**config.mk**
```make
export PLATFORM = sky130hd
export DESIGN_NAME = crossbar_sched
export DESIGN_NICKNAME = d
export VERILOG_FILES = /design/src/rtl/crossbar_pkg.sv /design/src/rtl/crossbar_beat_cnt.sv /design/src/rtl/crossbar_sched.sv
export SDC_FILE = /design/constraint.sdc
export NUM_CORES = 1
export LEC_CHECK = 0
export ABC_AREA = 1
export BUFFER_PORTS_ARGS = -buffer_cell sky130_fd_sc_hd__buf_2
export CAP_MARGIN = 15
export CORE_ASPECT_RATIO = 0.5
export CORE_UTILIZATION = 40
export CTS_CLUSTER_DIAMETER = 60
export DETAILED_ROUTE_END_ITERATION = 10
export PLACE_DENSITY = 0.61
export SLEW_MARGIN = 20
export SYNTH_ARGS = -nofsm -noshare
export SYNTH_HDL_FRONTEND = slang
export SYNTH_SLANG_ARGS = --single-unit
```
**constraint.sdc**
```tcl
create_clock -name clk -period 1.6 [get_ports clk]
set_input_delay 0.16 -clock clk [delete_from_list [all_inputs] [get_ports clk]]
set_output_delay 0.16 -clock clk [all_outputs]
set_load 0.02 [all_outputs]
```
**src/rtl/crossbar_pkg.sv**
```systemverilog
// Shared constants for the 2x2 crossbar scheduler: select encodings, destinations, FSM states.
package crossbar_pkg;

  localparam logic CTR_STRAIGHT = 1'b0;  // a->c, b->d
  localparam logic CTR_CROSS    = 1'b1;  // a->d, b->c

  localparam logic DST_C = 1'b0;
  localparam logic DST_D = 1'b1;

  localparam logic ST_IDLE   = 1'b0;
  localparam logic ST_LOCKED = 1'b1;

  // Select value that steers input a (is_b=0) or b (is_b=1) to the requested output.
  function automatic logic need_ctr(input logic is_b, input logic dst);
    return is_b ? ~dst : dst;
  endfunction

endpackage

```
**src/rtl/crossbar_beat_cnt.sv**
```systemverilog
// Per-input packet tracker: loads beats-1 on grant, counts accepted beats, drops active on the last.
module crossbar_beat_cnt #(
  parameter int LEN_W = 4
) (
  input  logic             clk,
  input  logic             rst,
  input  logic             load,
  input  logic [LEN_W-1:0] len,
  input  logic             beat,
  output logic             active
);

  logic [LEN_W-1:0] cnt;

  // NOTE: non-blocking assignments so every register samples pre-edge values.
  always_ff @(posedge clk or posedge rst) begin
    if (rst) begin
      cnt    <= '0;
      active <= 1'b0;
    end else if (load) begin
      cnt    <= len;
      active <= 1'b1;
    end else if (beat && active) begin
      // Counter parks at zero on the last beat instead of wrapping.
      if (cnt == '0) active <= 1'b0;
      else           cnt    <= cnt - 1'b1;
    end
  end

endmodule

```
**src/rtl/crossbar_sched.sv**
```systemverilog
// Packet scheduler for a 2x2 crossbar: arbitrates requests, holds the select while packets drain.
module crossbar_sched
  import crossbar_pkg::*;
#(
  parameter int LEN_W = 4
) (
  input  logic             clk,
  input  logic             rst,
  input  logic             a_req,
  input  logic             b_req,
  input  logic             a_dst,
  input  logic             b_dst,
  input  logic [LEN_W-1:0] a_len,
  input  logic [LEN_W-1:0] b_len,
  input  logic             a_valid,
  input  logic             b_valid,
  input  logic             c_ready,
  input  logic             d_ready,
  output logic             ctr,
  output logic             a_gnt,
  output logic             b_gnt,
  output logic             a_ready,
  output logic             b_ready,
  output logic             c_valid,
  output logic             d_valid,
  output logic             busy
);

  logic state, state_nxt;
  logic prio, prio_nxt;
  logic ctr_nxt;
  logic grant_a, grant_b;
  logic a_busy, b_busy;
  logic wait_a, wait_b, need_a, need_b;

  assign wait_a = a_req & ~a_busy;
  assign wait_b = b_req & ~b_busy;
  assign need_a = need_ctr(1'b0, a_dst);
  assign need_b = need_ctr(1'b1, b_dst);

  // NOTE: every output gets a default first so no path infers a latch.
  always_comb begin
    grant_a   = 1'b0;
    grant_b   = 1'b0;
    ctr_nxt   = ctr;
    prio_nxt  = prio;
    state_nxt = state;
    case (state)
      ST_IDLE: begin
        // Equal needs mean distinct outputs, so one select serves both.
        if (wait_a && wait_b && need_a == need_b) begin
          grant_a = 1'b1;
          grant_b = 1'b1;
          ctr_nxt = need_a;
        end else if (wait_a && (!wait_b || !prio)) begin
          grant_a  = 1'b1;
          ctr_nxt  = need_a;
          prio_nxt = 1'b1;
        end else if (wait_b) begin
          grant_b  = 1'b1;
          ctr_nxt  = need_b;
          prio_nxt = 1'b0;
        end
        if (grant_a || grant_b) state_nxt = ST_LOCKED;
      end
      default: begin
        // A waiter needing the other select blocks joins so it cannot starve.
        grant_a = wait_a && (need_a == ctr) && !(wait_b && need_b != ctr);
        grant_b = wait_b && (need_b == ctr) && !(wait_a && need_a != ctr);
        if (grant_a && !grant_b) prio_nxt = 1'b1;
        if (grant_b && !grant_a) prio_nxt = 1'b0;
        if (!a_busy && !b_busy && !grant_a && !grant_b) state_nxt = ST_IDLE;
      end
    endcase
  end

  always_ff @(posedge clk or posedge rst) begin
    if (rst) begin
      state <= ST_IDLE;
      prio  <= 1'b0;
      ctr   <= CTR_STRAIGHT;
      a_gnt <= 1'b0;
      b_gnt <= 1'b0;
    end else begin
      state <= state_nxt;
      prio  <= prio_nxt;
      ctr   <= ctr_nxt;
      a_gnt <= grant_a;
      b_gnt <= grant_b;
    end
  end

  crossbar_beat_cnt #(.LEN_W(LEN_W)) u_cnt_a (
    .clk    (clk),
    .rst    (rst),
    .load   (grant_a),
    .len    (a_len),
    .beat   (a_valid & a_ready),
    .active (a_busy)
  );

  crossbar_beat_cnt #(.LEN_W(LEN_W)) u_cnt_b (
    .clk    (clk),
    .rst    (rst),
    .load   (grant_b),
    .len    (b_len),
    .beat   (b_valid & b_ready),
    .active (b_busy)
  );

  assign a_ready = a_busy & ((ctr == CTR_STRAIGHT) ? c_ready : d_ready);
  assign b_ready = b_busy & ((ctr == CTR_STRAIGHT) ? d_ready : c_ready);
  assign c_valid = (ctr == CTR_STRAIGHT) ? (a_valid & a_busy) : (b_valid & b_busy);
  assign d_valid = (ctr == CTR_STRAIGHT) ? (b_valid & b_busy) : (a_valid & a_busy);
  assign busy    = (state == ST_LOCKED);

endmodule

```
==> results of run 1 <==
[cell usage in the layout (no fill, tap or decap)]
master / netlist / routed
nand2_1: 36 / 36
nand3_1: 25 / 25
buf_2: 0 / 25
inv_1: 20 / 20
dfrtp_1: 15 / 15
nand2_2: 12 / 12
nor2_1: 8 / 8
o21ai_0: 8 / 8
nand2_4: 6 / 6
nand3_2: 4 / 4
xor2_1: 3 / 3
clkbuf_8: 0 / 3
inv_2: 2 / 2
nor2_4: 2 / 2
nor3_1: 2 / 2
ha_1: 2 / 2
a21oi_4: 1 / 1
nand3_4: 1 / 1
or2_0: 1 / 1
nor2_2: 1 / 1
o21ai_1: 1 / 1
a21oi_1: 1 / 1
o211ai_1: 1 / 1
xnor2_1: 1 / 1
clkinvlp_4: 0 / 1
dlygate4sd3_1: 0 / 1
buf_4: 0 / 1
[power by group through the flow]
| stage | Combinational (mW) | Sequential [mW] | Clock (mW) |
|---|---|---|---|
| after floorplan | 0.913 | 0.709 | 0 |
| after global placement | 1.23 | 0.678 | 0 |
| after global routing | 1.41 | 0.699 | 0.352 |
| final | 1.24 | 0.679 | 0.327 |
| after detailed placement | 1.24 | 0.680 | 0 |
| after CTS | 1.25 | 0.674 | 0.334 |
[area by class of cell]
class	count	area (um^2)	share of cell area [%]
Clock inverter	1	7.51	0.550
Tap cell	37	46.3	3.39
Timing Repair Buffer	27	143	10.4
Clock buffer	3	41.3	3.02
Multi-Input combinational cell	116	669	49.0
Sequential cell	15	375	27.5
Inverter	22	82.6	6.05
[per-stage QoR]
stage	hold WS (ns)	std cells	setup slack, ns
3_5_place_dp	0.268	216	0.200
3_3_place_gp	0.264	216	0.219
6_report	0.108	221	0.0815
5_1_grt	0.150	221	0.00913
2_1_floorplan	0.0615	153	0.142
4_1_cts	0.100	221	0.0752
[metal layers]
metal	vias to the layer above	wire (um)	GRT usage [%]	share of wire, %
met3	0	81	4.88	3.3
met5	-	0	0	0
li1	549	-	-	-
met4	0	0	4.25	0
met1	455	1320	24.6	54
met2	25	1020	29.2	42
[repair_timing]
action	CTS	global route
resized for setup	0	0
hold buffers	1	0
endpoints found under the hold margin	15	0
[cells by family after synthesis]
logic type               Yosys count
AO/OA/AOI/OAI                     12
XOR/XNOR                           4
adder cells (fa/ha/maj)            2
buffers and inverters             22
flip-flops                        15
AND/OR/NAND/NOR                   98
[registers in the layout, summed over array words and instances, names as in the netlist]
signal and cells:
ctr 1, busy 1, b_gnt 1, prio 1
u_cnt_b.active 1, u_cnt_a.active 1, a_gnt 1, u_cnt_a.cnt 4
u_cnt_b.cnt 4
[tightest hold or removal path, stage by stage]
cell	delay [ns]
buf_2	0.08
nand2_1	0.04
nand2_1	0.05
[worst max-delay path by stage]
stage                              start        endpoint  slack (ns)
after floorplan                      ctr  u_cnt_b.cnt[1]        0.14
after global placement    u_cnt_b.active  u_cnt_a.cnt[3]        0.22
after detailed placement  u_cnt_b.active  u_cnt_a.cnt[3]        0.20
after CTS                            ctr         b_ready        0.08
after global routing                 ctr         b_ready       0.009
final                                ctr         b_ready        0.08
==> metrics, run 1 <==
status=finished with violations; failing checks=design-rule violations; crit-path leading delay family=flip-flops; Net Sw Power=1.08 mW; main combinational cell family by area after synthesis=simple AND/OR/NAND/NOR gates; cells after synthesis=roughly 150; P per Cell Area=1640 nW/um^2; TritonCTS clock tree=built; num rows=13; share of layout cells above drive strength 1=32.1%; initial antenna violation count=0; NumNets Final=just over 200; Final setup viols=0; Setup crit start kind=flip-flop; Post-Syn Area=1130 um^2; Warnings, synthesis=0; Post-Syn Area per Cell=7.37 um^2; GPL Wtd Cong=slightly above 0.8; DRC errors left=2; Clock Sinks=15; Seq cells post-synth=15; clk root buf=clkbuf_8; WP data arrival=1.36 ns; port buffer count=25; Initial Utilization=42.8%; crit path cell chain=inv_2 -> nand2_1 -> a21oi_4 -> buf_2; area fraction of the dominant cell type after synthesis=33.3%; maximum vdd drop=a little under 0.7 mV; slowest stage cell, crit path=dfrtp_1; RR Startpoint=u_cnt_b.active; post-synthesis xor/xnor area fraction=3.11%; setup repair after global routing missed its margin=false; die height=39.5 um; Layout fillers=between 200 and 300; Worst EP required=1.44 ns; P_int=roughly 1.2 mW; Comb power frac=a little under three fifths; commonest cells in the netlist=nand2_1 (36), nand3_1 (25), inv_1 (20); Max stage delay on crit path=approximately 0.48 ns; die footprint=3050 um^2; wire length of the first global-routing pass=a little over 4000 um; Tot GR Track Use=a little under a fifth; clk slew on worst S/H paths=0.07 ns; Adder-Cell Fraction of Synth Area=2.22%; Synth cell types=22; drt total wl=2430 um; vias in the first global route=926; RR Endpoint=u_cnt_a.cnt[3]; Reg power frac=30.3%; Power, Total=2.24 mW; clock skew=0.00180 ns; setup tns final=0 ns; Final ANT Viol Nets=0; worst min-delay path class=in2reg; Max Slew Vio Count=0; Final Cell Area=1370 um^2; post-synthesis simple-gate area fraction=47.5%; top-count cell post-synth=nand2_1; TritonRoute pass-1 iters=10; fraction of power spent switching nets=48.0%; Clock power frac=approximately 15%; fmax=between 0.6 and 0.7 GHz; CP bufs+invs=2; minimum clock period=~1.5 ns; Core Util, Final=51.8%; instance count on the critical path=4; slew margin rel.=59.2%; kind of critical path=reg2out; mux share of post-synthesis cell area=0%; via-per-instance ratio=around 4.7; synthesized net count=approximately 170; cell taking the most area after synthesis=dfrtp_1; WHS Path Cells=3; Remaining Overflow, GRT=0; top post-synthesis cells by area=dfrtp_1 (33%), nand2_1 (12%), nand3_1 (11%); Max Cap Viol=0; # diodes=0; dpl cell area=about 1300 um^2; Core ar.=2640 um^2; H-tree depth=1; Top Ports=26; Area Growth Syn to Fin=21.1%; DIE WIDTH=77.1 um; Static Leakage=0.738 nW; CTS Buf Count=3; largest net degree at the start of global routing=16; Worst Setup End Kind=output pin; CP Max Fanout=9; hold worst-path end=u_cnt_a.cnt[0]; worst r2r path cells=8; Post-synth EDFFs=0; # Post-CTS Setup Buffers=0; Synth Area in Compound Gates=6.55%; drt wl/cell=between 10 and 15 um; HPWL Detailed=1960 um; reg-to-reg setup timing slack=0.21 ns; fin crit share=94.9%; Clock Tree Buf Depth=2; top_reg_cell synth=dfrtp_1; min-delay src=a_len[0]; Worst Max-Slew Pin Slew=0.612 ns; sequential share of the synthesized area=33.3%; routed vias=1,029; fraction of registers with async set/reset=100%; DR iter-0 viols=58; Fin. Hold Viols=0; Clk Latency, worst-skew pair=between 0.2 and 0.3 ns
Note: power is estimated with default switching activity, not from simulation.
==> run 2: changes to the inputs <==
- ABC_AREA: 1 -> default
- PLACE_DENSITY: 0.61 -> 0.62
==> metrics, run 2 <==
vias in the first global route=867; Setup crit start kind=flip-flop; fraction of power spent switching nets=39.0%; worst min-delay path class=in2reg; die footprint=2840 um^2; cells after synthesis=106; Post-Syn Area=1050 um^2; drt wl/cell=around 12 um; failing checks=negative setup slack; biggest regs=u_cnt_a.cnt: 4 flops, u_cnt_b.cnt: 4 flops; fraction of registers with async set/reset=100%; synthesized net count=126; die height=around 38 um; fin crit share=103%; reg-to-reg setup timing slack=-0.04 ns; GPL Wtd Cong=approximately 0.80; TritonRoute pass-1 iters=4; Initial Utilization=44.7%; Core ar.=between 2000 and 2500 um^2; Area Growth Syn to Fin=47.0%; Clk Latency, worst-skew pair=~0.25 ns; Clock Tree Buf Depth=2; Seq cells post-synth=15; Final ANT Viol Nets=0; Max Slew Vio Count=0; Post-synth EDFFs=0; crit path cell chain=xnor2_2 -> o21bai_4 -> a211o_4 -> a311o_1; via-per-instance ratio=a little under 5; Fin. Hold Viols=0; Net Sw Power=1.05 mW; Worst EP required=1.73 ns; largest net degree at the start of global routing=16; port buffer count=25; DR iter-0 viols=37; Max Cap Viol=0; top_reg_cell synth=dfrtp_1; # diodes=0; num rows=12; Worst Setup End Kind=flip-flop; drt total wl=~2300 um; Post-Syn Area per Cell=9.87 um^2; most common cell after layout, fill and taps aside=buf_2; Synth cell types=39; slowest stage cell, crit path=dfrtp_2; setup repair after global routing missed its margin=true; clk slew on worst S/H paths=0.06 ns; Max stage delay on crit path=0.49 ns; wire length of the first global-routing pass=between 3000 and 4000 um; initial antenna violation count=0; routed vias=950; Remaining Overflow, GRT=0; CP Max Fanout=5; NumNets Final=178; TritonCTS clock tree=built; area fraction of the dominant cell type after synthesis=a little over a third; Static Leakage=0.751 nW; maximum vdd drop=0.870 mV; kind of critical path=reg2reg; setup tns final=-0.0955 ns; Power, Total=approximately 2.7 mW; clk root buf=clkbuf_8; top-count cell post-synth=dfrtp_1; Warnings, synthesis=0; Final setup viols=9; final worst slack=-0.0441 ns; Tot GR Track Use=a little under a fifth; Clock Sinks=15; WP data arrival=1.78 ns; DIE WIDTH=around 74 um; slew margin rel.=60.5%; Clock power frac=around 12%; sequential share of the synthesized area=35.9%; most frequent cells in the layout=buf_2 (25), buf_4 (22), dfrtp_1 (14), inv_1 (11), o21ai_0 (6); top post-synthesis cells by area=dfrtp_1 (36%), mux2_2 (8.6%), inv_1 (3.9%); cell taking the most area after synthesis=dfrtp_1; H-tree depth=1; share of layout cells above drive strength 1=between 50% and 60%; Top Ports=26; HPWL Detailed=~1800 um; DRC errors left=0; P_int=1.65 mW; status=finished with violations; minimum clock period=~1.6 ns; commonest cells in the netlist=dfrtp_1 (15), inv_1 (11), mux2_2 (8); Reg power frac=26.8%; P per Cell Area=1760 nW/um^2; Worst Max-Slew Pin Slew=slightly below 0.6 ns; clock skew=0.00249 ns; CTS Buf Count=3; Comb power frac=61.7%; fmax=0.608 GHz
[run 2: changes by cell type in the layout (fill, tap and decap cells not counted), sizes merged, moves of 4 or more]
cell | before | now
nand2 | 54 | 4
nand3 | 30 | 2
buf | 26 | 48
inv | 22 | 11
mux2 | 0 | 8
nor2 | 11 | 5
nor3b | 0 | 5
nor2b | 0 | 4
[run 2: final timing paths]
kind | depth (start not counted) | to | start
worst max-delay path | 4 | u_cnt_b.cnt[3] | ctr
worst min-delay path | 2 | u_cnt_a.cnt[2] | a_len[2]
worst max register to register | 4 | u_cnt_b.cnt[3] | ctr
worst min register to register | 2 | u_cnt_b.active | u_cnt_b.active
max in group asynchronous | 3 | ctr | rst
min in group asynchronous | 3 | u_cnt_b.cnt[1] | rst
[run 2: logic make-up after synthesis]
group / share of synthesized area (%)
and+or+nand+nor: 20.0
adders and majority gates: 2.39
muxes: 11.5
AOI/OAI and AO/OA: 18.4
buffers and inverters: 6.10
xor gates and xnor gates: 5.74
DFF: 35.9
[run 2: timing repair]
action | in CTS | in global routing
setup endpoints to repair | 9 | 10
endpoints found under the hold margin | 15 | 0
resized for setup | 4 | 6
pin swaps | 3 | 2
buffers inserted | 4 | 0
hold buffers | 1 | 0
[run 2: layout make-up]
class	instances	area [um^2]
fillers	188	805
multi-input cells	78	709
flip-flops and latches	15	377
repair buffers	49	320
well taps	35	43.8
clock buffers	3	41.3
inverters	11	41.3
clock inverters	1	5.00
[run 2: per-layer routing]
| metal | wire length (um) | global-route usage [%] | up-vias |
|---|---|---|---|
| li1 | - | - | 486 |
| met1 | 1160 | 24.8 | 442 |
| met2 | 1060 | 31.1 | 20 |
| met3 | 89 | 4.74 | 2 |
| met4 | 11 | 5.66 | 0 |
| met5 | 0 | 0 | - |
[run 2: critical path: cells and delay by family, from the launching register on]
| kind | cells | cell delay, ns |
|---|---|---|
| xor gates and xnor gates | 1 | 0.18 |
| AOI/OAI and AO/OA | 3 | 0.86 |
| DFF | 1 | 0.49 |
[run 2: power by group through the flow]
stage	clock (mW)	combinational [mW]	sequential, mW
floorplan	0	1.01	0.736
global placement	0	1.48	0.721
detailed placement	0	1.49	0.727
CTS	0.331	1.62	0.716
global route	0.345	1.81	0.748
finish	0.312	1.67	0.723
[run 2: metrics by stage]
stage / hold WS (ns) / instance area, um^2 / utilization (%) / instances / setup WS, ns
after global routing: 0.126 / 1540 / 65.7 / 192 / -0.0869
final: 0.137 / 1540 / 65.7 / 192 / -0.0441
after detailed placement: 0.261 / 1390 / 59.2 / 183 / -0.0650
after CTS: 0.128 / 1500 / 64.2 / 192 / -0.0325
after global placement: 0.263 / 1390 / 59.2 / 183 / -0.0496
after floorplan: 0.0614 / 1100 / - / 106 / -0.0505
==> run 3: changes to the inputs <==
- BUFFER_PORTS_ARGS: -buffer_cell sky130_fd_sc_hd__buf_2 -> -buffer_cell sky130_fd_sc_hd__buf_4
- PLACE_DENSITY: 0.62 -> 0.59
- clock period: 1.6 -> 1.65 ns (I/O delays scaled with it)
==> metrics, run 3 (same netlist as run 2, synthesis figures left out) <==
worst r2r path cells=4; WL met1=1220 um; CP Max Fanout=6; Static Leakage=~0.71 nW; kind of critical path=reg2out; vias in the first global route=879; fraction of power spent switching nets=40.3%; reg-to-reg setup timing slack=-0.005 ns; dpl cells=181; HPWL Detailed=1920 um; worst min-delay path class=in2async; Area Growth Syn to Fin=44.6%; Max Cap Viol=0; TritonRoute pass-1 iters=4; Top Ports=26; H-tree depth=1; slew margin rel.=60.9%; clock skew=0.00228 ns; biggest regs=u_cnt_a.cnt: 4 flops, u_cnt_b.cnt: 4 flops; routed vias=940; routed wl met2=~1100 um; P_int=approximately 1.5 mW; status=finished with violations; DIE WIDTH=74.3 um; Initial Utilization=44.7%; Layout fillers=219; Worst EP required=~1.5 ns; DRC errors left=0; Final Cell Area=between 1500 and 2000 um^2; Tot GR Track Use=20.4%; # diodes=0; wire length of the first global-routing pass=4100 um; Final setup viols=2; drt wl/cell=13.0 um; Power, Total=2.51 mW; RR Startpoint=u_cnt_b.active; dpl cell area=1400 um^2; Setup crit start kind=flip-flop; most common cell after layout, fill and taps aside=buf_4; clk root buf=clkbuf_8; minimum clock period=1.65 ns; failing checks=negative hold slack, negative setup slack; num rows=12; Reg power frac=29.0%; Clock Tree Buf Depth=2; Clock power frac=12.2%; GPL Wtd Cong=0.826; Clock Sinks=15; fmax=0.604 GHz; final cell count without fillers=185; Remaining Overflow, GRT=0; Worst Setup End Kind=output pin; die footprint=roughly 2800 um^2; DR iter-0 viols=14; Comb power frac=between 50% and 60%; DR top layer=met4; RR Endpoint=u_cnt_a.cnt[3]; setup tns final=-0.00684 ns; Final ANT Viol Nets=0; port buffer count=25; Max Slew Vio Count=0; setup repair after global routing missed its margin=true; NumNets Final=171; Fin. Hold Viols=15; WP data arrival=1.49 ns; drt total wl=2410 um; via-per-instance ratio=5.08; most frequent cells in the layout=buf_4 (42), dfrtp_1 (14), inv_1 (11), mux2_2 (8), o21ai_0 (6); initial antenna violation count=0; clk slew on worst S/H paths=0.07 ns; fin crit share=100%; met3 wire len=108 um; Core ar.=approximately 2300 um^2; share of layout cells above drive strength 1=48.7%; maximum vdd drop=0.943 mV; largest net degree at the start of global routing=16; WHS=-0.0213 ns; Net Sw Power=1.01 mW; Worst Max-Slew Pin Slew=0.586 ns; CTS Buf Count=3; die height=38.2 um; TritonCTS clock tree=built; P per Cell Area=1660 nW/um^2; Clk Latency, worst-skew pair=0.25 ns; final worst slack=-0.00466 ns
[run 3: changes by cell type in the layout (fill, tap and decap cells not counted), sizes merged]
| cell | before | now |
|---|---|---|
| buf | 48 | 42 |
| dlygate4sd3 | 1 | 0 |
[run 3: metrics by stage]
stage | hold WS (ns) | util (%) | setup WS [ns]
after floorplan | 0.0664 | - | -0.0627
after global placement | 0.277 | 59.7 | -0.0216
after detailed placement | 0.281 | 59.7 | -0.0446
after CTS | 0.00756 | 62.7 | -0.000614
after global routing | 0.0358 | 64.6 | -0.0649
final | -0.0213 | 64.6 | -0.00466
[run 3: critical path: stages, from the launching register on]
cell	delay [ns]
dfrtp_2	0.47
mux2i_2	0.39
and2b_1	0.23
buf_4	0.15
[run 3: area by class of cell]
cell class,instances,area (um^2),area share (%)
Multi-Input combinational cell,78,689,45.6
Sequential cell,15,377,24.9
Timing Repair Buffer,42,315,20.8
Tap cell,35,43.8,2.89
Clock buffer,3,41.3,2.73
Inverter,11,41.3,2.73
Clock inverter,1,5.00,0.331
[run 3: timing repair]
item / CTS / global route
endpoints found under the setup margin: 5 / 10
gates resized for setup: 5 / 9
buffers inserted: 0 / 0
hold buffers: 0 / 0
pin swaps: 1 / 1
[run 3: layer usage]
layer / vias up / global-route usage (%)
li1: 468 / -
met1: 450 / 26.4
met2: 20 / 33.9
met3: 2 / 6.05
met4: 0 / 4.72
met5: - / 0
[run 3: worst max-delay path by stage]
| stage | start | to | slack, ns | depth (start not counted) |
|---|---|---|---|---|
| final | ctr | b_ready | -0.005 | 3 |
| after global routing | u_cnt_a.cnt[0] | u_cnt_a.cnt[3] | -0.06 | 6 |
| after CTS | u_cnt_b.active | u_cnt_a.cnt[3] | -0.0006 | 4 |
| after detailed placement | u_cnt_b.cnt[0] | u_cnt_b.cnt[0] | -0.04 | 6 |
| after global placement | u_cnt_a.active | u_cnt_b.cnt[0] | -0.02 | 4 |
| after floorplan | ctr | u_cnt_b.cnt[3] | -0.06 | 5 |
[run 3: power by group through the flow]
stage	sequential, mW	clock (mW)	combinational (mW)
3_5_place_dp	0.718	0	1.39
4_1_cts	0.723	0.315	1.42
6_report	0.729	0.307	1.47
3_3_place_gp	0.713	0	1.38
5_1_grt	0.760	0.332	1.61
2_1_floorplan	0.709	0	0.910
